[config.mk]
export PLATFORM = sky130hd
export DESIGN_NAME = wb_burst_reader_flat
export DESIGN_NICKNAME = d
export VERILOG_FILES = /design/src/rtl/wb_burst_reader_if.sv /design/src/rtl/wb_burst_reader.sv /design/src/flat_wrapper.sv
export SDC_FILE = /design/constraint.sdc
export NUM_CORES = 1
export LEC_CHECK = 0
export BUFFER_PORTS_ARGS = -buffer_cell sky130_fd_sc_hd__clkbuf_2
export CAP_MARGIN = 20
export CORE_ASPECT_RATIO = 2
export CORE_MARGIN = 3
export CORE_UTILIZATION = 35
export CTS_BUF_LIST = sky130_fd_sc_hd__clkbuf_4 sky130_fd_sc_hd__clkbuf_8
export DETAILED_ROUTE_END_ITERATION = 12
export HOLD_SLACK_MARGIN = 0.03
export SYNTH_ARGS = -nofsm -noshare
export SYNTH_HDL_FRONTEND = slang
export SYNTH_SLANG_ARGS = --single-unit
[constraint.sdc]
create_clock -name clk -period 3.55 [get_ports clk]
set_input_delay 0.1775 -clock clk [delete_from_list [all_inputs] [get_ports clk]]
set_output_delay 0.1775 -clock clk [all_outputs]
set_load 0.01 [all_outputs]
[src/rtl/wb_burst_reader_if.sv]
// Wishbone B4 bus bundle shared by the burst reader and its slave.
// Ports: clk, rst; master/slave modports split the signal directions.
interface wshb_if (
  input logic clk,
  input logic rst
);
  logic        cyc;
  logic        stb;
  logic        we;
  logic [3:0]  sel;
  logic [31:0] adr;
  logic [2:0]  cti;
  logic [1:0]  bte;
  logic        ack;
  logic [31:0] dat_sm;

  modport master (
    input  clk, rst, ack, dat_sm,
    output cyc, stb, we, sel, adr, cti, bte
  );

  modport slave (
    input  clk, rst, cyc, stb, we, sel, adr, cti, bte,
    output ack, dat_sm
  );
endinterface

[src/rtl/wb_burst_reader.sv]
// Wishbone burst read engine: fetches nwords words from base_adr into a
// FWFT FIFO, streamed out on out_data/out_valid/out_ready.
// Ports: clk, rst (sync, high), wb_m (master), start/base_adr/nwords request,
// busy/done status, out_data/out_valid/out_ready stream.
module wb_burst_reader #(
  parameter int BURST_LEN  = 8,
  parameter int FIFO_DEPTH = 16,
  parameter int LEN_WIDTH  = 16
) (
  input  logic                 clk,
  input  logic                 rst,
  wshb_if.master               wb_m,
  input  logic                 start,
  input  logic [31:0]          base_adr,
  input  logic [LEN_WIDTH-1:0] nwords,
  output logic                 busy,
  output logic                 done,
  output logic [31:0]          out_data,
  output logic                 out_valid,
  input  logic                 out_ready
);
  localparam int PW = $clog2(FIFO_DEPTH);
  localparam int CW = PW + 1;

  typedef enum logic [1:0] {
    IDLE,
    CHECK,
    BURST
  } state_t;

  state_t               state, state_n;
  logic [31:0]          adr, adr_n;
  logic [LEN_WIDTH-1:0] rem, rem_n;
  logic [CW-1:0]        beats, beats_n;
  logic                 cyc, cyc_n;
  logic [2:0]           cti, cti_n;
  logic                 busy_n, done_n;

  logic [31:0]   mem [FIFO_DEPTH];
  logic [PW-1:0] rd_ptr, wr_ptr;
  logic [CW-1:0] count;
  logic          push, pop;
  logic [CW-1:0] chunk, free;

  assign wb_m.cyc = cyc;
  assign wb_m.stb = cyc;
  assign wb_m.we  = 1'b0;
  assign wb_m.sel = 4'hF;
  assign wb_m.adr = adr;
  assign wb_m.cti = cti;
  assign wb_m.bte = 2'b00;

  assign push      = (state == BURST) && cyc && wb_m.ack;
  assign out_valid = (count != '0);
  assign pop       = out_valid && out_ready;
  assign out_data  = mem[rd_ptr];

  // A pop this cycle frees its slot before the next burst can push.
  assign free = CW'(FIFO_DEPTH) - count + CW'(pop);

  always_comb begin
    chunk = CW'(BURST_LEN);
    if (rem < LEN_WIDTH'(BURST_LEN))
      chunk = CW'(rem);
  end

  always_comb begin
    state_n = state;
    adr_n   = adr;
    rem_n   = rem;
    beats_n = beats;
    cyc_n   = cyc;
    cti_n   = cti;
    busy_n  = busy;
    done_n  = 1'b0;
    unique case (state)
      IDLE: begin
        if (start) begin
          if (nwords == '0) begin
            done_n = 1'b1;
          end else begin
            adr_n   = {base_adr[31:2], 2'b00};
            rem_n   = nwords;
            busy_n  = 1'b1;
            state_n = CHECK;
          end
        end
      end
      CHECK: begin
        if (free >= chunk) begin
          state_n = BURST;
          cyc_n   = 1'b1;
          beats_n = chunk;
          cti_n   = (chunk == CW'(1)) ? 3'b111 : 3'b010;
        end
      end
      BURST: begin
        if (push) begin
          adr_n   = adr + 32'd4;
          rem_n   = rem - LEN_WIDTH'(1);
          beats_n = beats - CW'(1);
          if (beats == CW'(1)) begin
            cyc_n = 1'b0;
            cti_n = 3'b000;
            if (rem == LEN_WIDTH'(1)) begin
              done_n  = 1'b1;
              busy_n  = 1'b0;
              state_n = IDLE;
            end else begin
              state_n = CHECK;
            end
          end else begin
            cti_n = (beats == CW'(2)) ? 3'b111 : 3'b010;
          end
        end
      end
      default: state_n = IDLE;
    endcase
  end

  always_ff @(posedge clk) begin
    if (rst) begin
      state <= IDLE;
      adr   <= '0;
      rem   <= '0;
      beats <= '0;
      cyc   <= 1'b0;
      cti   <= 3'b000;
      busy  <= 1'b0;
      done  <= 1'b0;
    end else begin
      state <= state_n;
      adr   <= adr_n;
      rem   <= rem_n;
      beats <= beats_n;
      cyc   <= cyc_n;
      cti   <= cti_n;
      busy  <= busy_n;
      done  <= done_n;
    end
  end

  always_ff @(posedge clk) begin
    if (rst) begin
      rd_ptr <= '0;
      wr_ptr <= '0;
      count  <= '0;
    end else begin
      if (push)
        wr_ptr <= wr_ptr + PW'(1);
      if (pop)
        rd_ptr <= rd_ptr + PW'(1);
      unique case ({push, pop})
        2'b10:   count <= count + CW'(1);
        2'b01:   count <= count - CW'(1);
        default: count <= count;
      endcase
    end
  end

  always_ff @(posedge clk) begin
    if (push)
      mem[wr_ptr] <= wb_m.dat_sm;
  end
endmodule

[src/flat_wrapper.sv]
// flat-port wrapper written by rule: the top's interface ports become plain ports
module wb_burst_reader_flat 
#(
  parameter int BURST_LEN  = 8,
  parameter int FIFO_DEPTH = 16,
  parameter int LEN_WIDTH  = 16
)
  (clk, rst, start, base_adr, nwords, busy, done, out_data, out_valid, out_ready, wb_m_ack, wb_m_dat_sm, wb_m_cyc, wb_m_stb, wb_m_we, wb_m_sel, wb_m_adr, wb_m_cti, wb_m_bte);
  wshb_if wb_m_i (.clk(clk), .rst(rst));
  input  logic clk;
  input  logic rst;
  input  logic start;
  input  logic [31:0] base_adr;
  input  logic [LEN_WIDTH-1:0] nwords;
  output logic busy;
  output logic done;
  output logic [31:0] out_data;
  output logic out_valid;
  input  logic out_ready;
  input wire logic [$bits(wb_m_i.ack)-1:0] wb_m_ack;
  input wire logic [$bits(wb_m_i.dat_sm)-1:0] wb_m_dat_sm;
  output wire logic [$bits(wb_m_i.cyc)-1:0] wb_m_cyc;
  output wire logic [$bits(wb_m_i.stb)-1:0] wb_m_stb;
  output wire logic [$bits(wb_m_i.we)-1:0] wb_m_we;
  output wire logic [$bits(wb_m_i.sel)-1:0] wb_m_sel;
  output wire logic [$bits(wb_m_i.adr)-1:0] wb_m_adr;
  output wire logic [$bits(wb_m_i.cti)-1:0] wb_m_cti;
  output wire logic [$bits(wb_m_i.bte)-1:0] wb_m_bte;
  assign wb_m_i.ack = wb_m_ack;
  assign wb_m_i.dat_sm = wb_m_dat_sm;
  assign wb_m_cyc = wb_m_i.cyc;
  assign wb_m_stb = wb_m_i.stb;
  assign wb_m_we = wb_m_i.we;
  assign wb_m_sel = wb_m_i.sel;
  assign wb_m_adr = wb_m_i.adr;
  assign wb_m_cti = wb_m_i.cti;
  assign wb_m_bte = wb_m_i.bte;
  wb_burst_reader #(.BURST_LEN(BURST_LEN), .FIFO_DEPTH(FIFO_DEPTH), .LEN_WIDTH(LEN_WIDTH)) u_core (.clk(clk), .rst(rst), .wb_m(wb_m_i), .start(start), .base_adr(base_adr), .nwords(nwords), .busy(busy), .done(done), .out_data(out_data), .out_valid(out_valid), .out_ready(out_ready));
endmodule
Word level (Yosys, flattened, before mapping). Memories as Yosys holds them, arrays and structs flattened. A register that Yosys moved wholly into a read port is not among the register bits. Cells that the tools add are included.

RAM bits: 512. Memory bits (read-only): 0. Bits in latches: 0. Memories: 1. Bits in registers: 74. Logic and storage cells: 97. Output and inout port bits: 79. Input bits: 85.

Memory list: u_core.mem (depth 16, bits a word 32, rd ports 1, clocked after Yosys merged registers in 1, wr ports 1, line wb_burst_reader.sv:39) `logic [31:0] mem [FIFO_DEPTH];`.

Add/sub/neg operators: 9. Reductions and logical operators: 14. Order comparisons: 2. Divide/modulo/power cells: 0. Shifts and indexed selects: 0. Multipliers: 0. Mux-type cells: 46. Equality and inequality tests: 14. Bitwise gates (word level): 0.

Operators with widths (count): 32-bit 2-to-1 mux (3); 32-bit one-hot mux with 2 select lines (1); 16-bit 2-to-1 mux (3); 32-bit by 3-bit adder with 32-bit output (second input constant) (1); 16-bit one-hot mux with 2 select lines (1); 5-bit one-hot mux with 2 select lines (2); 16-bit by 1-bit == test with 1-bit output (second input constant) (1); 16-bit logical NOT (1); 16-bit by 4-bit less-than comparator with 1-bit output (second input constant) (1); 1-bit 2-to-1 mux (16); 16-bit by 1-bit subtractor with 16-bit output (second input constant) (1); 3-bit 2-to-1 mux (5); 5-bit 2-to-1 mux (3); 5-bit by 1-bit == test with 1-bit output (second input constant) (2); 2-bit 2-to-1 mux (5); 5-bit by 1-bit subtractor with 5-bit output (second input constant) (2); 4-bit by 1-bit adder with 4-bit output (second input constant) (2); 4-bit 2-to-1 mux (2); 2-bit != test (second input constant) (4); 4-bit AND reduction (2); 1-bit one-hot mux with 2 select lines (3); 2-bit one-hot mux with 3 select lines (1); 3-bit one-hot mux with 2 select lines (1); 6-bit AND reduction (1); 14 further kinds (21).

Logic depth before layout (Yosys ltp). Gate-level depths: netlist of run 1.

Depth in word-level cells: 6. Mapped depth: 15. Mapped depth without buffers: 14.

Least setup slack after synthesis of run 1. OpenSTA, ideal clock, no wires.

Path kind: reg2reg. From: register u_core.count[2]. To: register u_core.cti[0] (netlist: u_core.wb_m.cti[0]). Stages on the path, launching flop included: 15. Setup time: 0.086 ns. Data required time: 3.464 ns. Clock period less this slack: 3.108 ns. Path slack: 0.442 ns. Arrival time: 3.022 ns. Path buffers: 1. Path through: dfxtp_1 -> or2_2 -> or4_1 -> nand2_1 -> ha_1 -> inv_1 -> ha_1 -> xnor2_1 -> ha_1 -> a21oi_1 -> o21ai_0 -> a31o_2 -> clkbuf_1 -> and3_1 -> a211oi_1.

Cells in the longest elaborated chain, start to end: 6. Elaborated cells between the ends (all ways): 7. Classes of those cells: add/sub (2); order compare (1); eq/ne (1); reduce/logical (3).

Ends and longest elaborated chain: start: declaration (line wb_burst_reader.sv:41) `logic [CW-1:0] count;`; start signal: assignment (line wb_burst_reader.sv:154) `2'b10: count <= count + CW'(1);`; start signal: assignment (line wb_burst_reader.sv:155) `2'b01: count <= count - CW'(1);`; start signal: assignment (line wb_burst_reader.sv:156) `default: count <= count;`; 5-bit nonzero test (line wb_burst_reader.sv:54) `assign out_valid = (count != '0);`; named net out_valid (line flat_wrapper.sv:18) `output logic out_valid;`; 1-bit logical AND (line wb_burst_reader.sv:55) `assign pop = out_valid && out_ready;`; 5-bit by 1-bit adder with 5-bit output (line wb_burst_reader.sv:59) `assign free = CW'(FIFO_DEPTH) - count + CW'(pop);`; 5-bit >= comparator (line wb_burst_reader.sv:90) `if (free >= chunk) begin`; 2-bit by 1-bit != test with 1-bit output (no source line); 3-bit AND reduction (no source line); end signal: assignment (line wb_burst_reader.sv:137) `cti <= cti_n;`; end: declaration (line wb_burst_reader.sv:36) `logic [2:0] cti, cti_n;`.

The timed path passes the listed nets, and every way through them passes these cells. A chain may end at the register's enable or synchronous reset.

Final worst setup path of run 1.
From: register u_core.count[2]. To: register u_core.beats[2].

Cells in the longest elaborated chain, start to end: 6. Elaborated cells between the ends (all ways): 7. Classes of those cells: add/sub (2); order compare (1); eq/ne (1); reduce/logical (3).

Ends and longest elaborated chain: branches (longest 2 deep; another with 5-bit subtractor); 5-bit by 1-bit adder with 5-bit output * (line wb_burst_reader.sv:59); 5-bit >= comparator * (line wb_burst_reader.sv:90); 2-bit by 1-bit != test with 1-bit output (no source line) *; 3-bit AND reduction (no source line) *; end signal: assignment (line wb_burst_reader.sv:135) `beats <= beats_n;`; end: declaration (line wb_burst_reader.sv:34) `logic [CW-1:0] beats, beats_n;`.

Mark *: on every way between the ends.

==> results of run 1 <==
[worst paths after layout]
path	endpoint	cells past startpoint	slack, ns	startpoint
setup / recovery	u_core.beats[2]	13	0.27	u_core.count[2]
hold / removal	u_core.wb_m.adr[24]	4	0.14	rst
setup reg to reg	u_core.beats[2]	13	0.27	u_core.count[2]
hold reg to reg	u_core.busy	2	0.49	u_core.busy
[cell type report]
class | instances | area share (%)
Inverter | 25 | 0.3264
Antenna cell | 4 | 0.03481
Timing Repair Buffer | 279 | 7.450
Clock inverter | 38 | 1.070
Sequential cell | 587 | 58.73
Multi-Input combinational cell | 668 | 23.68
Tap cell | 890 | 3.873
Clock buffer | 112 | 4.839
[per-layer routing]
layer / vias up / GRT usage [%]
li1: 6094 / -
met1: 7084 / 18.38
met2: 490 / 29.71
met3: 134 / 3.528
met4: 2 / 6.597
met5: - / 0
[cells in the final DEF (no fill, tap or decap), types with 26 or more instances in the layout]
cell             n
buf_4           27
clkbuf_8        88
mux4_2         160
o21ai_0         36
ha_1            26
nand2_1         62
edfxtp_1       512
a21oi_1         74
nor3_1          28
clkbuf_2       152
dfxtp_1         71
dlygate4sd3_1   83
nor2_1          46
[state kept, by name, indices dropped and copies added, names as in the netlist, named ones only]
name	cells
u_core.state	2
u_core.busy	1
u_core.rd_ptr	4
u_core.done	1
u_core.mem	512
u_core.wb_m.cyc	1
u_core.wb_m.adr	30
u_core.count	5
u_core.wr_ptr	4
u_core.rem	16
u_core.wb_m.cti	2
u_core.beats	5
[stage by stage]
step | setup slack (ns) | total power [mW] | std cells | hold WS (ns) | utilization, %
floorplan | 0.4422 | 9.637 | 1369 | 0.2764 | -
global placement | 0.2510 | 10.30 | 2365 | 0.4594 | 38.47
detailed placement | 0.2040 | 10.42 | 2366 | 0.4713 | 38.51
CTS | 0.1320 | 15.98 | 2599 | 0.03502 | 42.22
global route | 0.03534 | 16.58 | 2600 | 0.1186 | 42.23
finish | 0.2718 | 15.83 | 2603 | 0.1369 | 42.24
[power by group]
part	leakage [nW]	internal, mW	switching, mW
Clock	0.891	2.86	2.57
Sequential	5.22	7.75	0.358
Combinational	3.22	0.941	1.34
[repair_timing]
item	4_1_cts	5_1_grt
setup endpoints to repair	0	1
resized for setup	0	1
endpoints found under the hold margin	572	0
hold buffers	83	0
[critical path, stage by stage, from the launching register on]
cell and delay [ns]:
dfxtp_1 0.36, or2_2 0.30, or4_1 0.45, nand2_2 0.13, ha_1 0.17, inv_1 0.05
ha_1 0.20, xnor2_1 0.13, ha_1 0.29, a21oi_1 0.12, o21ai_0 0.10, a31o_2 0.30
and2_1 0.25, a2111oi_2 0.31
[cells by family (layout without fill, tap and decap cells)]
logic type | Yosys count | after routing | synth area share [%]
DFF | 587 | 587 | 69.97
and+or+nand+nor | 262 | 262 | 5.758
AOI/OAI and AO/OA | 191 | 191 | 5.084
muxes | 166 | 166 | 15.20
buffers and inverters | 114 | 454 | 2.075
adders and majority gates | 28 | 28 | 1.484
xor gates and xnor gates | 11 | 11 | 0.3994
other | 2 | 14 | 0.03114
==> reports/results.ini, run 1 <==
[outcome]
outcome=finished clean

[floorplan]
die_area_um2=72290
die_w_um=191.6
die_h_um=377.2
start_util_pct=35.43
io-pin-count=164
coreArea_um2=68070
fp-row-count=135

[synth]
ys_types=69
synth.area.top_cells=edfxtp_1 64%, mux4_2 15%, dfxtp_1 6.2%
syn_inst=1361
synth_top_area_share_pct=63.74
async_flop_share_pct=0
synth_warnings=0
synth.most_common_cell=edfxtp_1
synth_common_cells=512 x edfxtp_1, 160 x mux4_2, 75 x dfxtp_1
yosysSeqAreaShare_pct=69.97
ys_seq_elements=587
syn_area_per_cell_um2=17.72
ys.flop_type=edfxtp_1
synth_area_leader_cell=edfxtp_1
syn_area_um2=24120
synth_edf_count=512

[clock_network]
cts_setup_buffers=0
path_clk_slew_ns=0.07
htree_num_levels=3
cts_tree=built
worstSkewPairLatency_ns=0.68
cts_made_buffers=83
clkSinkCount=587
cts-root-buf=clkbuf_8
clock_path_buffers=3

[global_routing]
grt_pass1_vias=14748
grt_usage_pct=16.32
grt_max_degree=86
grt_pass1_wl_um=88170
antenna_found_initial=3
gr-total-overflow=0

[sta]
fin_skew_ns=0.02800
hold_violations=0
rsz0062_at_grt=false
tightestPinTransition_ns=0.9129
setup_tns_ns=0
maxSlewHeadroom_pct=38.58
period_needed_ns=3.278
finalCritPeriodShare_pct=92.34
setup_viol=0
max_freq_mhz=305.0
slew_violations=0

[drt]
vias=13804
wire_per_inst_um=22.42
drc=0
routed_wl_um=58370
drtIter0Drc=1056
ant_nets=0
top_layer=met5
drt_first_pass_iters=5
wl_met1_um=21390
wl_met2_um=31600
via_per_inst=5.303
wl_met3_um=3306

[layout]
fin_area_um2=28750
seqCellArea_um2=16890
n_fill_cell=5968
multi_input_area_um2=6809
syn_to_final_growth_pct=19.21
drive_gt1_share_pct=31.54
fin_nets=1757

[min_path]
hold_path_class=in2reg

[setup_path]
crit_path_start_kind=flip-flop
cp-end-kind=flip-flop
cp_data_arrival_time_ns=3.86
worst-setup-path-type=reg2reg
cp_max_fo=13
worstPathRequired_ns=4.13

[place]
port_buffers=152
gp_congestion=0.8608
place_area_um2=26210
post-dp-hpwl_um=34790

[run]
maxCapViolations=0

[pwr]
ir_drop_v=0.0004114
leakage_nw=9.330
power_density_nw_per_um2=550.6

(Power assumes the default switching activity.)
==> run 2: changes to the inputs <==
==> constraint.sdc (replaced) <==
create_clock -name clk -period 3.55 [get_ports clk]
set_input_delay 0.355 -clock clk [delete_from_list [all_inputs] [get_ports clk]]
set_output_delay 0.355 -clock clk [all_outputs]
set_load 0.01 [all_outputs]
==> reports/results.ini, run 2 (same netlist as run 1, synthesis figures left out) <==
[drt]
ant_nets=0  ; unchanged
routed_wl_um=57560  ; -1.4%
drtIter0Drc=992  ; -6.1%
drc=0  ; unchanged
vias=13678  ; -0.91%
wire_per_inst_um=22.34  ; -0.36%
drt_first_pass_iters=5  ; unchanged
via_per_inst=5.310  ; +0.13%

[layout]
drive_gt1_share_pct=31.73  ; +0.19 points
seqCellArea_um2=16890  ; unchanged
fin_nets=1726  ; -1.8%
fin_area_um2=28460  ; -1.0%
mostFrequentLayoutCell=edfxtp_1
fin_cells=2576  ; -1.0%
multi_input_area_um2=6815  ; about the same
syn_to_final_growth_pct=18.02
n_fill_cell=6038  ; +1.2%
top_register=u_core.mem
reg.largest.list=u_core.mem x512, u_core.wb_m.adr x30, u_core.rem x16
finalCoreUtilization_pct=41.82  ; -0.42 points
largest_reg_flops=512  ; unchanged
final_cell_mix=512 x edfxtp_1, 160 x mux4_2, 152 x clkbuf_2, 86 x clkbuf_8, 74 x a21oi_1

[floorplan]
coreArea_um2=68070  ; unchanged
die_w_um=191.6  ; unchanged
die_h_um=377.2  ; unchanged
fp-row-count=135  ; unchanged
die_area_um2=72290  ; unchanged
start_util_pct=35.43  ; unchanged
io-pin-count=164  ; unchanged

[global_routing]
use_met1_pct=17.93  ; -0.45 points
use_met2_pct=29.46  ; -0.26 points
gr-total-overflow=0  ; unchanged
grt_pass1_vias=14638  ; -0.75%
grt_pass1_wl_um=87140  ; -1.2%
antenna_found_initial=5  ; +2
top_usage_layer=met2
grt_usage_pct=16.10  ; -0.23 points
grt_max_degree=86  ; unchanged
met3_usage_pct=3.287  ; -0.24 points

[sta]
maxSlewHeadroom_pct=36.81  ; -1.8 points
slew_violations=0  ; unchanged
hold_violations=0  ; unchanged
finalCritPeriodShare_pct=93.34  ; +1.0 points
setup_viol=0  ; unchanged
fin_skew_ns=0.05578  ; +0.02778 ns
hold_slack_ns=0.1034  ; -0.03351 ns
setup_ws_ns=0.2364  ; -0.03536 ns
max_freq_mhz=301.8  ; -1.1%
setup_tns_ns=0  ; unchanged
rsz0062_at_grt=false
tightestPinTransition_ns=0.9406  ; +0.02772 ns
period_needed_ns=3.314  ; +0.03536 ns

[setup_path]
worstPathRequired_ns=3.19  ; -0.94 ns
r2r-start=u_core.count[2]
crit_path_start_kind=flip-flop
r2r_slack_ns=0.24  ; -0.04 ns
critPathBufInv=2  ; +1
timing.rr.end=u_core.beats[2]
r2r_cells=13  ; unchanged
cp-end-kind=output port
cp_top_family=multiplexers
crit_slowest_cell=mux4_2
cp_data_arrival_time_ns=2.96  ; -0.90 ns
path_common_cell=mux4_2
worst-setup-path-type=reg2out
crit_chain=buf_12, mux4_2, mux4_2, clkbuf_2
cp_max_fo=48  ; +35
slowest_delay_ns=0.58  ; +0.13 ns

[clock_network]
cts_tree=built
htree_num_levels=3  ; unchanged
cts_made_buffers=84  ; +1.2%
cts-root-buf=clkbuf_8
ctsResizeCount=0  ; unchanged
worstSkewPairLatency_ns=0.69  ; about the same
clkSinkCount=587  ; unchanged
clock_path_buffers=3  ; unchanged
path_clk_slew_ns=0.06  ; about the same

[pwr]
ir_drop_v=0.0003687  ; -10%
power_mw=15.97  ; +0.86%
power_density_nw_per_um2=560.9  ; +1.9%
leakage_nw=9.214  ; -1.2%

[place]
post-dp-hpwl_um=33360  ; -4.1%
placed_cells=2358  ; -0.34%
place_area_um2=26090  ; -0.45%
pre_cts_slack_ns=0.2196  ; +0.01563 ns
port_buffers=152  ; unchanged
gp_congestion=0.8729  ; +1.4%

[min_path]
hold_end=u_core.mem[15][21]
holdPathStages=1  ; -3
hold_path_class=in2reg
hp-start=wb_m_dat_sm[21]

[run]
maxCapViolations=0  ; unchanged

[outcome]
outcome=finished clean

## run 2: cell types whose count changed in the layout (fill, tap and decap cells not counted), sizes merged, moves of 3 or more
cell / before / now
clkinv: 29 / 35
bufinv: 4 / 7
clkbuf: 264 / 261
dlygate4sd3: 83 / 58
buf: 44 / 36
## run 2: worst max-delay path by stage
stage	from	to	slack, ns	cells past startpoint
floorplan	u_core.count[2]	u_core.wb_m.cti[0]	0.44	14
global placement	u_core.count[2]	u_core.beats[2]	0.24	13
detailed placement	u_core.count[2]	u_core.beats[2]	0.22	13
CTS	flip-flop	out_data[8]	0.11	4
global route	u_core.count[2]	u_core.beats[2]	0.002	13
finish	flip-flop	out_data[8]	0.24	4
## run 2: per-layer routing
layer	part of all wire, %	up-vias
li1	-	6038
met3	5.8	133
met2	55	490
met1	36	7013
met4	3.5	4
met5	0.059	-
## run 2: layout make-up
type	instances	share of cell area, %
diodes	3	0.02637
clock buffers	109	4.765
clock inverters	47	1.468
inverters	25	0.3297
multi-input cells	669	23.94
flip-flops and latches	587	59.32
well taps	890	3.912
repair buffers	246	6.233
## run 2: where the power goes
| group | switching, mW | total [mW] | internal, mW | leakage [nW] |
|---|---|---|---|---|
| combinational | 1.35 | 2.24 | 0.892 | 3.06 |
| clock | 2.58 | 5.62 | 3.05 | 0.939 |
| sequential | 0.357 | 8.11 | 7.75 | 5.22 |
| total | 4.28 | 16.0 | 11.7 | 9.21 |
## run 2: timing repair
action	CTS	global route
buffers inserted	0	0
hold endpoints to repair	341	0
hold buffers	58	0
setup endpoints to repair	0	2
==> run 3: changes to the inputs <==
--- a/config.mk
+++ b/config.mk
@@ -6,13 +6,15 @@
 export NUM_CORES = 1
 export LEC_CHECK = 0
 export BUFFER_PORTS_ARGS = -buffer_cell sky130_fd_sc_hd__clkbuf_2
-export CAP_MARGIN = 20
+export CAP_MARGIN = 15
 export CORE_ASPECT_RATIO = 2
 export CORE_MARGIN = 3
 export CORE_UTILIZATION = 35
 export CTS_BUF_LIST = sky130_fd_sc_hd__clkbuf_4 sky130_fd_sc_hd__clkbuf_8
 export DETAILED_ROUTE_END_ITERATION = 12
+export GPL_ROUTABILITY_DRIVEN = 0
 export HOLD_SLACK_MARGIN = 0.03
+export PLACE_DENSITY_LB_ADDON = 0.1
 export SYNTH_ARGS = -nofsm -noshare
 export SYNTH_HDL_FRONTEND = slang
 export SYNTH_SLANG_ARGS = --single-unit
==> reports/results.ini, run 3 (same netlist as run 1, synthesis figures left out) <==
[setup_path]
crit_slowest_cell=or4_1
cp_data_arrival_time_ns=3.91  ; +0.95 ns
worstPathRequired_ns=4.13  ; +0.94 ns
cp_max_fo=13  ; -73%
crit_path_start_kind=flip-flop
crit_chain=or2_2, or4_1, nand2_2, ha_1, inv_1, ha_1, xnor2_1, ha_1, a21oi_1, o21ai_0, a31o_2, and2_1, a2111oi_2
cp-end-kind=flip-flop
slowest_delay_ns=0.44  ; -0.14 ns
path_common_cell=ha_1
worst-setup-path-type=reg2reg

[drt]
ant_nets=0  ; unchanged
vias=13620  ; -0.42%
via_per_inst=5.291  ; -0.35%
drc=0  ; unchanged
drtIter0Drc=706  ; -29%
drt_first_pass_iters=5  ; unchanged
wire_per_inst_um=24.60  ; +10%
routed_wl_um=63320  ; +10%

[sta]
setup_tns_ns=0  ; unchanged
slew_violations=0  ; unchanged
tightestPinTransition_ns=1.078  ; +0.1370 ns
period_needed_ns=3.328  ; +0.01404 ns
maxSlewHeadroom_pct=27.71  ; -9.1 points
fin_skew_ns=0.03614  ; -0.01964 ns
finalCritPeriodShare_pct=93.74  ; +0.40 points
rsz0062_at_grt=false
setup_viol=0  ; unchanged
hold_violations=0  ; unchanged
max_freq_mhz=300.5  ; -0.42%

[layout]
reg.largest.list=u_core.mem x512, u_core.wb_m.adr x30, u_core.rem x16
multi_input_area_um2=6809  ; about the same
fin_cells=2574  ; -0.078%
drive_gt1_share_pct=32.05  ; +0.32 points
syn_to_final_growth_pct=17.93  ; about the same
n_fill_cell=6160  ; +2.0%
fin_area_um2=28440  ; about the same
mostFrequentLayoutCell=edfxtp_1
largest_reg_flops=512  ; unchanged
top_register=u_core.mem
final_cell_mix=512 x edfxtp_1, 160 x mux4_2, 152 x clkbuf_2, 92 x clkbuf_8, 74 x a21oi_1
seqCellArea_um2=16890  ; about the same
fin_nets=1735  ; +0.52%

[floorplan]
start_util_pct=35.43  ; unchanged
die_area_um2=72290  ; unchanged
coreArea_um2=68070  ; unchanged
die_h_um=377.2  ; unchanged
die_w_um=191.6  ; unchanged
io-pin-count=164  ; unchanged
fp-row-count=135  ; unchanged

[clock_network]
path_clk_slew_ns=0.07  ; about the same
cts-root-buf=clkbuf_8
cts_made_buffers=88  ; +4.8%
clkSinkCount=587  ; unchanged
cts_tree=built
clock_path_buffers=3  ; unchanged
htree_num_levels=3  ; unchanged
cts_setup_buffers=0  ; unchanged
worstSkewPairLatency_ns=0.69  ; about the same

[pwr]
ir_drop_v=0.0004902  ; +33%
power_density_nw_per_um2=554.1  ; -1.2%
leakage_nw=9.206  ; about the same

[min_path]
hold_path_class=in2reg

[global_routing]
grt_usage_pct=17.83  ; +1.7 points
grt_pass1_vias=14739  ; +0.69%
grt_max_degree=86  ; unchanged
antenna_found_initial=2  ; -3
gr-total-overflow=0  ; unchanged
grt_pass1_wl_um=94670  ; +8.6%

[place]
place_area_um2=26220  ; +0.50%
placed_cells=2365  ; +0.30%
port_buffers=152  ; unchanged
post-dp-hpwl_um=38180  ; +14%

[run]
maxCapViolations=0  ; unchanged

[outcome]
outcome=finished clean

-- run 3: cell count changes in the layout (fill, tap and decap cells not counted), sizes merged --
cell	delta
buf	+7
clkbuf	+7
bufinv	-6
clkinv	-6
diode	-1
dlygate4sd3	-1
inv	-1
o21ai	-1
-- run 3: path summary, 6_finish.rpt --
path	startpoint	cells past startpoint	to	slack [ns]
min reg2reg	u_core.busy	2	u_core.busy	0.48
max reg2reg	u_core.count[2]	13	u_core.beats[2]	0.22
max	u_core.count[2]	13	u_core.beats[2]	0.22
min	wb_m_dat_sm[20]	1	u_core.mem[13][20]	0.10
-- run 3: per-stage QoR --
stage               hold WS [ns]  setup WS, ns  total power [mW]  util, %
global placement          0.4584        0.2020             10.45    38.52
global route             0.05837       0.02492             16.55    41.78
floorplan                 0.4538        0.4422             9.637        -
finish                    0.1028        0.2224             15.76    41.79
CTS                      0.03076        0.1876             15.98    41.78
detailed placement        0.4681        0.2102             10.49    38.52
-- run 3: cell type report --
class | count | share of cell area [%]
Tap cell | 890 | 3.915
Clock buffer | 116 | 5.085
Clock inverter | 34 | 0.6906
Sequential cell | 587 | 59.37
Antenna cell | 2 | 0.01759
Timing Repair Buffer | 252 | 6.651
Inverter | 25 | 0.3299
Multi-Input combinational cell | 668 | 23.94
-- run 3: power by group --
| part | switching (mW) | leakage (nW) | internal [mW] |
|---|---|---|---|
| combinational | 1.39 | 3.11 | 0.900 |
| clock | 2.63 | 0.880 | 2.73 |
| sequential | 0.362 | 5.22 | 7.75 |
| total | 4.38 | 9.21 | 11.4 |
-- run 3: layer usage --
layer	share of wire [%]	GRT usage [%]	vias to the layer above
li1	-	-	6044
met1	38	20.70	7086
met2	55	32.73	382
met3	4.8	3.751	108
met4	2.4	5.405	0
met5	0	0	-
-- run 3: what timing repair did --
item | 4_1_cts | 5_1_grt
hold buffers | 57 | 0
resized for setup | 0 | 1
hold endpoints to repair | 389 | 0
endpoints found under the setup margin | 0 | 1
-- run 3: worst max-delay path, delay by kind of cell (launching register included) --
family | cells | cell delay [ns]
buf+inv | 1 | 0.05
flops | 1 | 0.37
fa+ha+maj | 3 | 0.66
xor+xnor | 1 | 0.13
compound gates | 4 | 0.89
simple gates | 4 | 1.15
